==> src/rtl/mfp_ahb_disp_writer_pkg.sv <==
// Shared constants for the display writer: AHB-Lite encodings, display
// register map, FSM state encoding and the display image payload.
package mfp_ahb_disp_writer_pkg;

  localparam int unsigned ADDR_W   = 32;
  localparam int unsigned DATA_W   = 32;
  localparam int unsigned DIGITS_W = 64;

  localparam logic [1:0] HTRANS_IDLE   = 2'b00;
  localparam logic [1:0] HTRANS_NONSEQ = 2'b10;
  localparam logic [2:0] HSIZE_WORD    = 3'b010;
  localparam logic [2:0] HBURST_SINGLE = 3'b000;

  localparam logic [ADDR_W-1:0] DISP_EN_ADDR   = 32'h1F70_0000;
  localparam logic [ADDR_W-1:0] DISP_DIGL_ADDR = 32'h1F70_0004;
  localparam logic [ADDR_W-1:0] DISP_DIGH_ADDR = 32'h1F70_0008;
  localparam logic [ADDR_W-1:0] DISP_DP_ADDR   = 32'h1F70_000C;

  typedef enum logic [2:0] {
    S_IDLE,
    S_ADDR,
    S_PIPE,
    S_LAST,
    S_ERR1
  } disp_state_e;

  typedef struct packed {
    logic [7:0]          en;
    logic [DIGITS_W-1:0] digits;
    logic [7:0]          dp;
  } disp_image_t;

  // All ones blanks every digit (enable and dp are active low).
  localparam disp_image_t IMAGE_BLANK = '1;

  // Bus word for transfer index 0..3 (EN, DIGL, DIGH, DP).
  function automatic logic [DATA_W-1:0] image_word(input disp_image_t img,
                                                   input logic [1:0] idx);
    case (idx)
      2'd0:    return {24'h0, img.en};
      2'd1:    return img.digits[31:0];
      2'd2:    return img.digits[63:32];
      default: return {24'h0, img.dp};
    endcase
  endfunction

endpackage

==> src/rtl/mfp_ahb_disp_writer_if.sv <==
// AHB-Lite single-master link between the display writer and the display
// slave. master: drives address/control/write data, samples HREADY/HRESP.
// slave: the opposite direction.
interface mfp_ahb_disp_writer_if;
  import mfp_ahb_disp_writer_pkg::*;

  logic [ADDR_W-1:0] HADDR;
  logic [1:0]        HTRANS;
  logic              HWRITE;
  logic [2:0]        HSIZE;
  logic [2:0]        HBURST;
  logic [DATA_W-1:0] HWDATA;
  logic              HREADY;
  logic              HRESP;

  modport master (
    output HADDR, HTRANS, HWRITE, HSIZE, HBURST, HWDATA,
    input  HREADY, HRESP
  );

  modport slave (
    input  HADDR, HTRANS, HWRITE, HSIZE, HBURST, HWDATA,
    output HREADY, HRESP
  );
endinterface

==> src/rtl/mfp_disp_refresh_timer.sv <==
// Free-running period counter for display auto-refresh.
// Ports: clk, rst (sync, active high), clear (restart count from 0),
// wrap_c (combinational, high in the last cycle of each period).
module mfp_disp_refresh_timer #(
  parameter int unsigned PERIOD = 50_000_000
) (
  input  logic clk,
  input  logic rst,
  input  logic clear,
  output logic wrap_c
);
  localparam int unsigned CNT_W = (PERIOD > 1) ? $clog2(PERIOD) : 1;

  logic [CNT_W-1:0] cnt_q;

  assign wrap_c = (cnt_q == CNT_W'(PERIOD - 1));

  // Count 0..PERIOD-1 and wrap; an accepted start realigns the period.
  always_ff @(posedge clk) begin
    if (rst || clear || wrap_c) cnt_q <= '0;
    else                        cnt_q <= cnt_q + CNT_W'(1);
  end
endmodule

==> src/rtl/mfp_ahb_disp_writer.sv <==
// AHB-Lite master that writes a full seven-segment image (enable, digits
// low, digits high, decimal points) to the display slave as four pipelined
// single-word NONSEQ writes.
// Ports: HCLK, HRESET (sync, active high); start + en_val/digits_val/dp_val
// request side; busy/done/err status; bus = AHB-Lite master modport.
// Optional: define MFP_DISP_WRITER_AUTO_REFRESH_EN to re-send the current
// snapshot every REFRESH_CYCLES cycles while idle.
module mfp_ahb_disp_writer
  import mfp_ahb_disp_writer_pkg::*;
#(
  parameter logic [ADDR_W-1:0] EN_ADDR   = DISP_EN_ADDR,
  parameter logic [ADDR_W-1:0] DIGL_ADDR = DISP_DIGL_ADDR,
  parameter logic [ADDR_W-1:0] DIGH_ADDR = DISP_DIGH_ADDR,
  parameter logic [ADDR_W-1:0] DP_ADDR   = DISP_DP_ADDR
`ifdef MFP_DISP_WRITER_AUTO_REFRESH_EN
  , parameter int unsigned     REFRESH_CYCLES = 50_000_000
`endif
) (
  input  logic                HCLK,
  input  logic                HRESET,
  input  logic                start,
  input  logic [7:0]          en_val,
  input  logic [DIGITS_W-1:0] digits_val,
  input  logic [7:0]          dp_val,
  output logic                busy,
  output logic                done,
  output logic                err,
  mfp_ahb_disp_writer_if.master bus
);

  disp_state_e       state_q, state_d;
  logic [1:0]        idx_q, idx_d;
  disp_image_t       snap_q, snap_d;
  logic [ADDR_W-1:0] haddr_q, haddr_d;
  logic [1:0]        htrans_q, htrans_d;
  logic              hwrite_q, hwrite_d;
  logic [DATA_W-1:0] hwdata_q, hwdata_d;
  logic              busy_q, busy_d;
  logic              done_q, done_d;
  logic              err_q, err_d;
  logic              launch;
  logic              data_err_c;
  logic              refresh_wrap;

  function automatic logic [ADDR_W-1:0] reg_addr(input logic [1:0] i);
    case (i)
      2'd0:    return EN_ADDR;
      2'd1:    return DIGL_ADDR;
      2'd2:    return DIGH_ADDR;
      default: return DP_ADDR;
    endcase
  endfunction

`ifdef MFP_DISP_WRITER_AUTO_REFRESH_EN
  mfp_disp_refresh_timer #(.PERIOD(REFRESH_CYCLES)) u_refresh_timer (
    .clk   (HCLK),
    .rst   (HRESET),
    .clear (start && (state_q == S_IDLE)),
    .wrap_c(refresh_wrap)
  );
`else
  assign refresh_wrap = 1'b0;
`endif

  // First cycle of a two-cycle ERROR response while a data phase is open.
  assign data_err_c = ((state_q == S_PIPE) || (state_q == S_LAST)) &&
                      bus.HRESP && !bus.HREADY;

  // Cancel the pending address combinationally in the first error cycle.
  assign bus.HTRANS = data_err_c ? HTRANS_IDLE : htrans_q;
  assign bus.HWRITE = hwrite_q && !data_err_c;
  assign bus.HADDR  = haddr_q;
  assign bus.HWDATA = hwdata_q;
  assign bus.HSIZE  = HSIZE_WORD;
  assign bus.HBURST = HBURST_SINGLE;
  assign busy       = busy_q;
  assign done       = done_q;
  assign err        = err_q;

  // Next-state and bus output logic.
  always_comb begin
    state_d  = state_q;
    idx_d    = idx_q;
    snap_d   = snap_q;
    haddr_d  = haddr_q;
    htrans_d = htrans_q;
    hwrite_d = hwrite_q;
    hwdata_d = hwdata_q;
    busy_d   = busy_q;
    done_d   = 1'b0;
    err_d    = err_q;
    launch   = 1'b0;
    case (state_q)
      S_IDLE: begin
        if (start) begin
          snap_d = '{en: en_val, digits: digits_val, dp: dp_val};
          err_d  = 1'b0;
          launch = 1'b1;
        end else if (refresh_wrap) begin
          launch = 1'b1;
        end
        if (launch) begin
          state_d  = S_ADDR;
          busy_d   = 1'b1;
          idx_d    = 2'd0;
          haddr_d  = reg_addr(2'd0);
          htrans_d = HTRANS_NONSEQ;
          hwrite_d = 1'b1;
        end
      end
      S_ADDR: begin
        if (bus.HREADY) begin
          state_d  = S_PIPE;
          idx_d    = 2'd1;
          haddr_d  = reg_addr(2'd1);
          hwdata_d = image_word(snap_q, 2'd0);
        end
      end
      S_PIPE: begin
        if (data_err_c) begin
          state_d  = S_ERR1;
          htrans_d = HTRANS_IDLE;
          hwrite_d = 1'b0;
        end else if (bus.HREADY) begin
          hwdata_d = image_word(snap_q, idx_q);
          if (idx_q == 2'd3) begin
            state_d  = S_LAST;
            htrans_d = HTRANS_IDLE;
            hwrite_d = 1'b0;
          end else begin
            idx_d   = idx_q + 2'd1;
            haddr_d = reg_addr(idx_q + 2'd1);
          end
        end
      end
      S_LAST: begin
        if (data_err_c) begin
          state_d = S_ERR1;
        end else if (bus.HREADY) begin
          state_d = S_IDLE;
          busy_d  = 1'b0;
          done_d  = 1'b1;
        end
      end
      S_ERR1: begin
        if (bus.HRESP && bus.HREADY) begin
          state_d = S_IDLE;
          busy_d  = 1'b0;
          err_d   = 1'b1;
        end
      end
      default: state_d = S_IDLE;
    endcase
  end

  // State and output registers.
  always_ff @(posedge HCLK) begin
    if (HRESET) begin
      state_q  <= S_IDLE;
      idx_q    <= 2'd0;
      snap_q   <= IMAGE_BLANK;
      haddr_q  <= '0;
      htrans_q <= HTRANS_IDLE;
      hwrite_q <= 1'b0;
      hwdata_q <= '0;
      busy_q   <= 1'b0;
      done_q   <= 1'b0;
      err_q    <= 1'b0;
    end else begin
      state_q  <= state_d;
      idx_q    <= idx_d;
      snap_q   <= snap_d;
      haddr_q  <= haddr_d;
      htrans_q <= htrans_d;
      hwrite_q <= hwrite_d;
      hwdata_q <= hwdata_d;
      busy_q   <= busy_d;
      done_q   <= done_d;
      err_q    <= err_d;
    end
  end

endmodule

==> src/flat_wrapper.sv <==
// flat-port wrapper written by rule: the top's interface ports become plain ports
module mfp_ahb_disp_writer_flat import mfp_ahb_disp_writer_pkg::*;
#(
  parameter logic [ADDR_W-1:0] EN_ADDR   = DISP_EN_ADDR,
  parameter logic [ADDR_W-1:0] DIGL_ADDR = DISP_DIGL_ADDR,
  parameter logic [ADDR_W-1:0] DIGH_ADDR = DISP_DIGH_ADDR,
  parameter logic [ADDR_W-1:0] DP_ADDR   = DISP_DP_ADDR

)
  (HCLK, HRESET, start, en_val, digits_val, dp_val, busy, done, err, bus_HADDR, bus_HTRANS, bus_HWRITE, bus_HSIZE, bus_HBURST, bus_HWDATA, bus_HREADY, bus_HRESP);
  mfp_ahb_disp_writer_if bus_i ();
  input  logic HCLK;
  input  logic HRESET;
  input  logic start;
  input  logic [7:0] en_val;
  input  logic [DIGITS_W-1:0] digits_val;
  input  logic [7:0] dp_val;
  output logic busy;
  output logic done;
  output logic err;
  output wire logic [$bits(bus_i.HADDR)-1:0] bus_HADDR;
  output wire logic [$bits(bus_i.HTRANS)-1:0] bus_HTRANS;
  output wire logic [$bits(bus_i.HWRITE)-1:0] bus_HWRITE;
  output wire logic [$bits(bus_i.HSIZE)-1:0] bus_HSIZE;
  output wire logic [$bits(bus_i.HBURST)-1:0] bus_HBURST;
  output wire logic [$bits(bus_i.HWDATA)-1:0] bus_HWDATA;
  input wire logic [$bits(bus_i.HREADY)-1:0] bus_HREADY;
  input wire logic [$bits(bus_i.HRESP)-1:0] bus_HRESP;
  assign bus_HADDR = bus_i.HADDR;
  assign bus_HTRANS = bus_i.HTRANS;
  assign bus_HWRITE = bus_i.HWRITE;
  assign bus_HSIZE = bus_i.HSIZE;
  assign bus_HBURST = bus_i.HBURST;
  assign bus_HWDATA = bus_i.HWDATA;
  assign bus_i.HREADY = bus_HREADY;
  assign bus_i.HRESP = bus_HRESP;
  mfp_ahb_disp_writer #(.EN_ADDR(EN_ADDR), .DIGL_ADDR(DIGL_ADDR), .DIGH_ADDR(DIGH_ADDR), .DP_ADDR(DP_ADDR)) u_core (.HCLK(HCLK), .HRESET(HRESET), .start(start), .en_val(en_val), .digits_val(digits_val), .dp_val(dp_val), .busy(busy), .done(done), .err(err), .bus(bus_i));
endmodule
==> config.mk <==
export PLATFORM = sky130hd
export DESIGN_NAME = mfp_ahb_disp_writer_flat
export DESIGN_NICKNAME = d
export VERILOG_FILES = /design/src/rtl/mfp_ahb_disp_writer_pkg.sv /design/src/rtl/mfp_ahb_disp_writer_if.sv /design/src/rtl/mfp_disp_refresh_timer.sv /design/src/rtl/mfp_ahb_disp_writer.sv /design/src/flat_wrapper.sv
export SDC_FILE = /design/constraint.sdc
export NUM_CORES = 1
export LEC_CHECK = 0
export CORE_MARGIN = 2
export CORE_UTILIZATION = 51
export DETAILED_ROUTE_END_ITERATION = 12
export GPL_TIMING_DRIVEN = 0
export PLACE_DENSITY = 0.86
export SYNTH_ARGS = -nofsm -noshare
export SYNTH_HDL_FRONTEND = slang
export SYNTH_SLANG_ARGS = --single-unit
==> constraint.sdc <==
create_clock -name HCLK -period 3.1 [get_ports HCLK]
set_input_delay 0.31 -clock HCLK [delete_from_list [all_inputs] [get_ports HCLK]]
set_output_delay 0.31 -clock HCLK [all_outputs]
set_load 0.005 [all_outputs]
==> flow_summary_export.csv <==
group,metric,value,unit
yosys,ys_ff_latch,124,
min_path,min_from,"HRESET",
yosys,synthAdderAreaFrac,1.62,%
clock_network,ctsHoldBuffers,0,
clock_network,clk_path_buf_depth,2,
clock_network,cts_root_buffer,"clkbuf_8",
cells_and_area,fin_nets,902,
critical_path,critical_path_class,"primary input to primary output",
yosys,yosysWarnings,0,
sta,setup_violations,0,
floorplanning,core_area,0.0103,mm2
route,drt-total-wl,14.8,mm
sta,finalCritPeriodShare,85.0,%
floorplanning,ios,161,
sta,clock_skew,0.00412,ns
yosys,synth_cell_types,40,
critical_path,cpPeakStageDelay,0.53,ns
route,avgRoutedWirePerCell,15.5,um
placement,place.gp.congestion,0.914,
grt,grt_pass1_vias,4937,
critical_path,r2r_cells,5,
yosys,synth_top_family_by_area,"simple AND/OR/NAND/NOR gates",
route,drt_iter0_drc,351,
critical_path,crit_path_cell_trace,"clkdlybuf4s50_1 > clkbuf_1 > nor2b_1 > and3_1 > nor2b_1 > buf_4 > clkdlybuf4s50_1",
sta,post-route-min-period,2.63,ns
yosys,yosysSeqAreaShare,46.0,%
min_path,hold_class,"primary input to flop",
placement,dpl.hpwl,10.7,mm
min_path,hold_path_depth,2,
sta,max_freq,380,MHz
route,via_count,5057,
clock_network,cts_tree,"done",
critical_path,crit_fanout,10,
yosys,synth_area,0.00540,mm2
min_path,whs_endpoint,"u_core.snap_q[49]",
clock_network,htreeDepth,4,
clock_network,cts.sinks,124,
cells_and_area,diodes,0,
critical_path,slowest_stage,"clkdlybuf4s50_1",
yosys,netlist_instances,634,
job,maxCapViolations,0,
yosys,async_reset_ff_share,0,%
sta,finalMaxSlewViolations,0,
critical_path,regToRegEndpoint,"u_core.bus.HWDATA[7]",
grt,grt_pass1_wl,23.8,mm
route,drtPass1Iterations,5,
yosys,synth.largest_area_cell,"dfxtp_1",
clock_network,cts_buffers,17,
yosys,synth_top_area_share,46.0,%
floorplanning,die_x,107,um
yosys,syn_area_per_cell,8.52,um2
floorplanning,start_util,52.3,%
yosys,synth_edf_count,0,
yosys,synthXorXnorAreaFrac,0.162,%
yosys,synth.most_common_cell,"nand2_1",
sta,tightest_slew,0.676,ns
critical_path,r2r_start,"u_core.idx_q[1]",
critical_path,required,2.79,ns
pwr,power,4840,uW
sta,maxSlewHeadroom,54.6,%
yosys,yosys-top-cells-count,"169 x nand2_1, 124 x dfxtp_1, 81 x nand3b_1, 37 x buf_4, 36 x nor2_1",
floorplanning,dieArea,0.0114,mm2
yosys,synth-simple-area-share,29.0,%
yosys,netlist_top_cells_area,"dfxtp_1 46%, nand2_1 12%, nand3b_1 11%",
clock_network,clk_latency,0.52,ns
run_status,status,"finished, final reports clean",
sta,rsz0062_at_grt,"false",
critical_path,worst-r2r-setup-slack,0.86,ns
sta,hold_violations,0,
critical_path,cp.arrival,2.32,ns
pwr,ir_drop,397,uV
placement,io_buffers,130,
cells_and_area,syn_to_final_growth,41.0,%
grt,antenna_found_initial,0,
clock_network,cts_setup_buffers,0,
yosys,muxShareOfSynthArea,0,%
clock_network,clkTransAtPathRegs,0.06,ns
grt,grt_usage,26.4,%
critical_path,startpoint_type,"primary input",
route,drc,0,
floorplanning,num_rows,37,
clock_network,cts_resized,0,
route,postRouteAntennaNets,0,
pwr,p_leak,0.00324,uW
sta,tns,0,ns
yosys,synthFlopType,"dfxtp_1",
floorplanning,die_h,107,um
grt,grt_max_degree,17,
yosys,synth-compound-area-share,13.6,%
cells_and_area,drive_above_1_share,10.3,%
route,via_per_inst,5.27,
critical_path,endpoint_kind,"primary output",
grt,grt_overflow,0,
pwr,p_per_area,635,mW/mm2
worst max-delay path, delay by kind of cell:
kind | cells | cell delay [ns]
buffers and inverters | 4 | 1.48
and+or+nand+nor | 3 | 0.53
layer usage:
metal	track usage, %	vias to the layer above	wire length (um)
met3	5.84	42	924
met1	33.0	2351	6330
met2	43.4	206	7110
met4	12.3	0	476
met5	0	-	0
li1	-	2458	-
sequential cells by signal (all words and copies together), names as in the netlist:
| register | count |
|---|---|
| u_core.bus.HADDR | 3 |
| u_core.bus.HWDATA | 32 |
| u_core.busy | 1 |
| u_core.done | 1 |
| u_core.err | 1 |
| u_core.hwrite_q | 1 |
| u_core.idx_q | 2 |
| u_core.snap_q | 80 |
| u_core.state_q | 3 |
cell type report:
| type | count | area (um2) |
|---|---|---|
| multi-input combinational | 445 | 2510 |
| buffer | 85 | 483 |
| fill | 736 | 2710 |
| timing repair buffer | 130 | 1300 |
| clock buffer | 21 | 449 |
| clock inverter | 11 | 190 |
| inverter | 7 | 26.3 |
| tap | 136 | 170 |
| sequential | 124 | 2480 |
cell families after synthesis:
kind of cell | after synthesis
other | 2
buffers and inverters | 92
flip-flops | 124
AO/OA/AOI/OAI | 93
XOR/XNOR | 1
AND/OR/NAND/NOR | 315
adder cells (fa/ha/maj) | 7
placed cells by master (no fill, tap or decap), drive strengths merged, types with 24 or more instances in the layout:
cell type,n
nand2,169
clkdlybuf4s50,130
dfxtp,124
nand3b,81
clkbuf,55
buf,51
nor2,36
conb,29
a22o,24
a22oi,24
worst max path at each step:
| stage | from | depth (start not counted) | slack [ns] | to |
|---|---|---|---|---|
| 5_1_grt | bus_HREADY | 7 | 0.37 | bus_HTRANS[1] |
| 4_1_cts | bus_HREADY | 7 | 0.48 | bus_HTRANS[1] |
| 6_report | bus_HREADY | 7 | 0.47 | bus_HTRANS[1] |
| 2_1_floorplan | u_core.idx_q[1] | 7 | 1.47 | u_core.bus.HWDATA[21] |
| 3_3_place_gp | bus_HREADY | 7 | 0.57 | bus_HTRANS[1] |
| 3_5_place_dp | bus_HREADY | 7 | 0.49 | bus_HTRANS[1] |
per-stage QoR:
step	cell area, um2	utilization [%]	hold slack (ns)	std cells	setup slack [ns]
after global routing	7610	73.7	0.230	959	0.372
after detailed placement	6970	67.5	0.447	927	0.495
after global placement	6970	67.5	0.444	927	0.571
final	7610	73.7	0.201	959	0.465
after CTS	7610	73.7	0.201	959	0.478
after floorplan	5500	-	0.428	661	1.47
report_power, final:
part / switching [uW] / internal, uW
registers: 98.6 / 1760
clock network: 704 / 1430
logic: 424 / 424
Power figures use the tool's default switching activity.
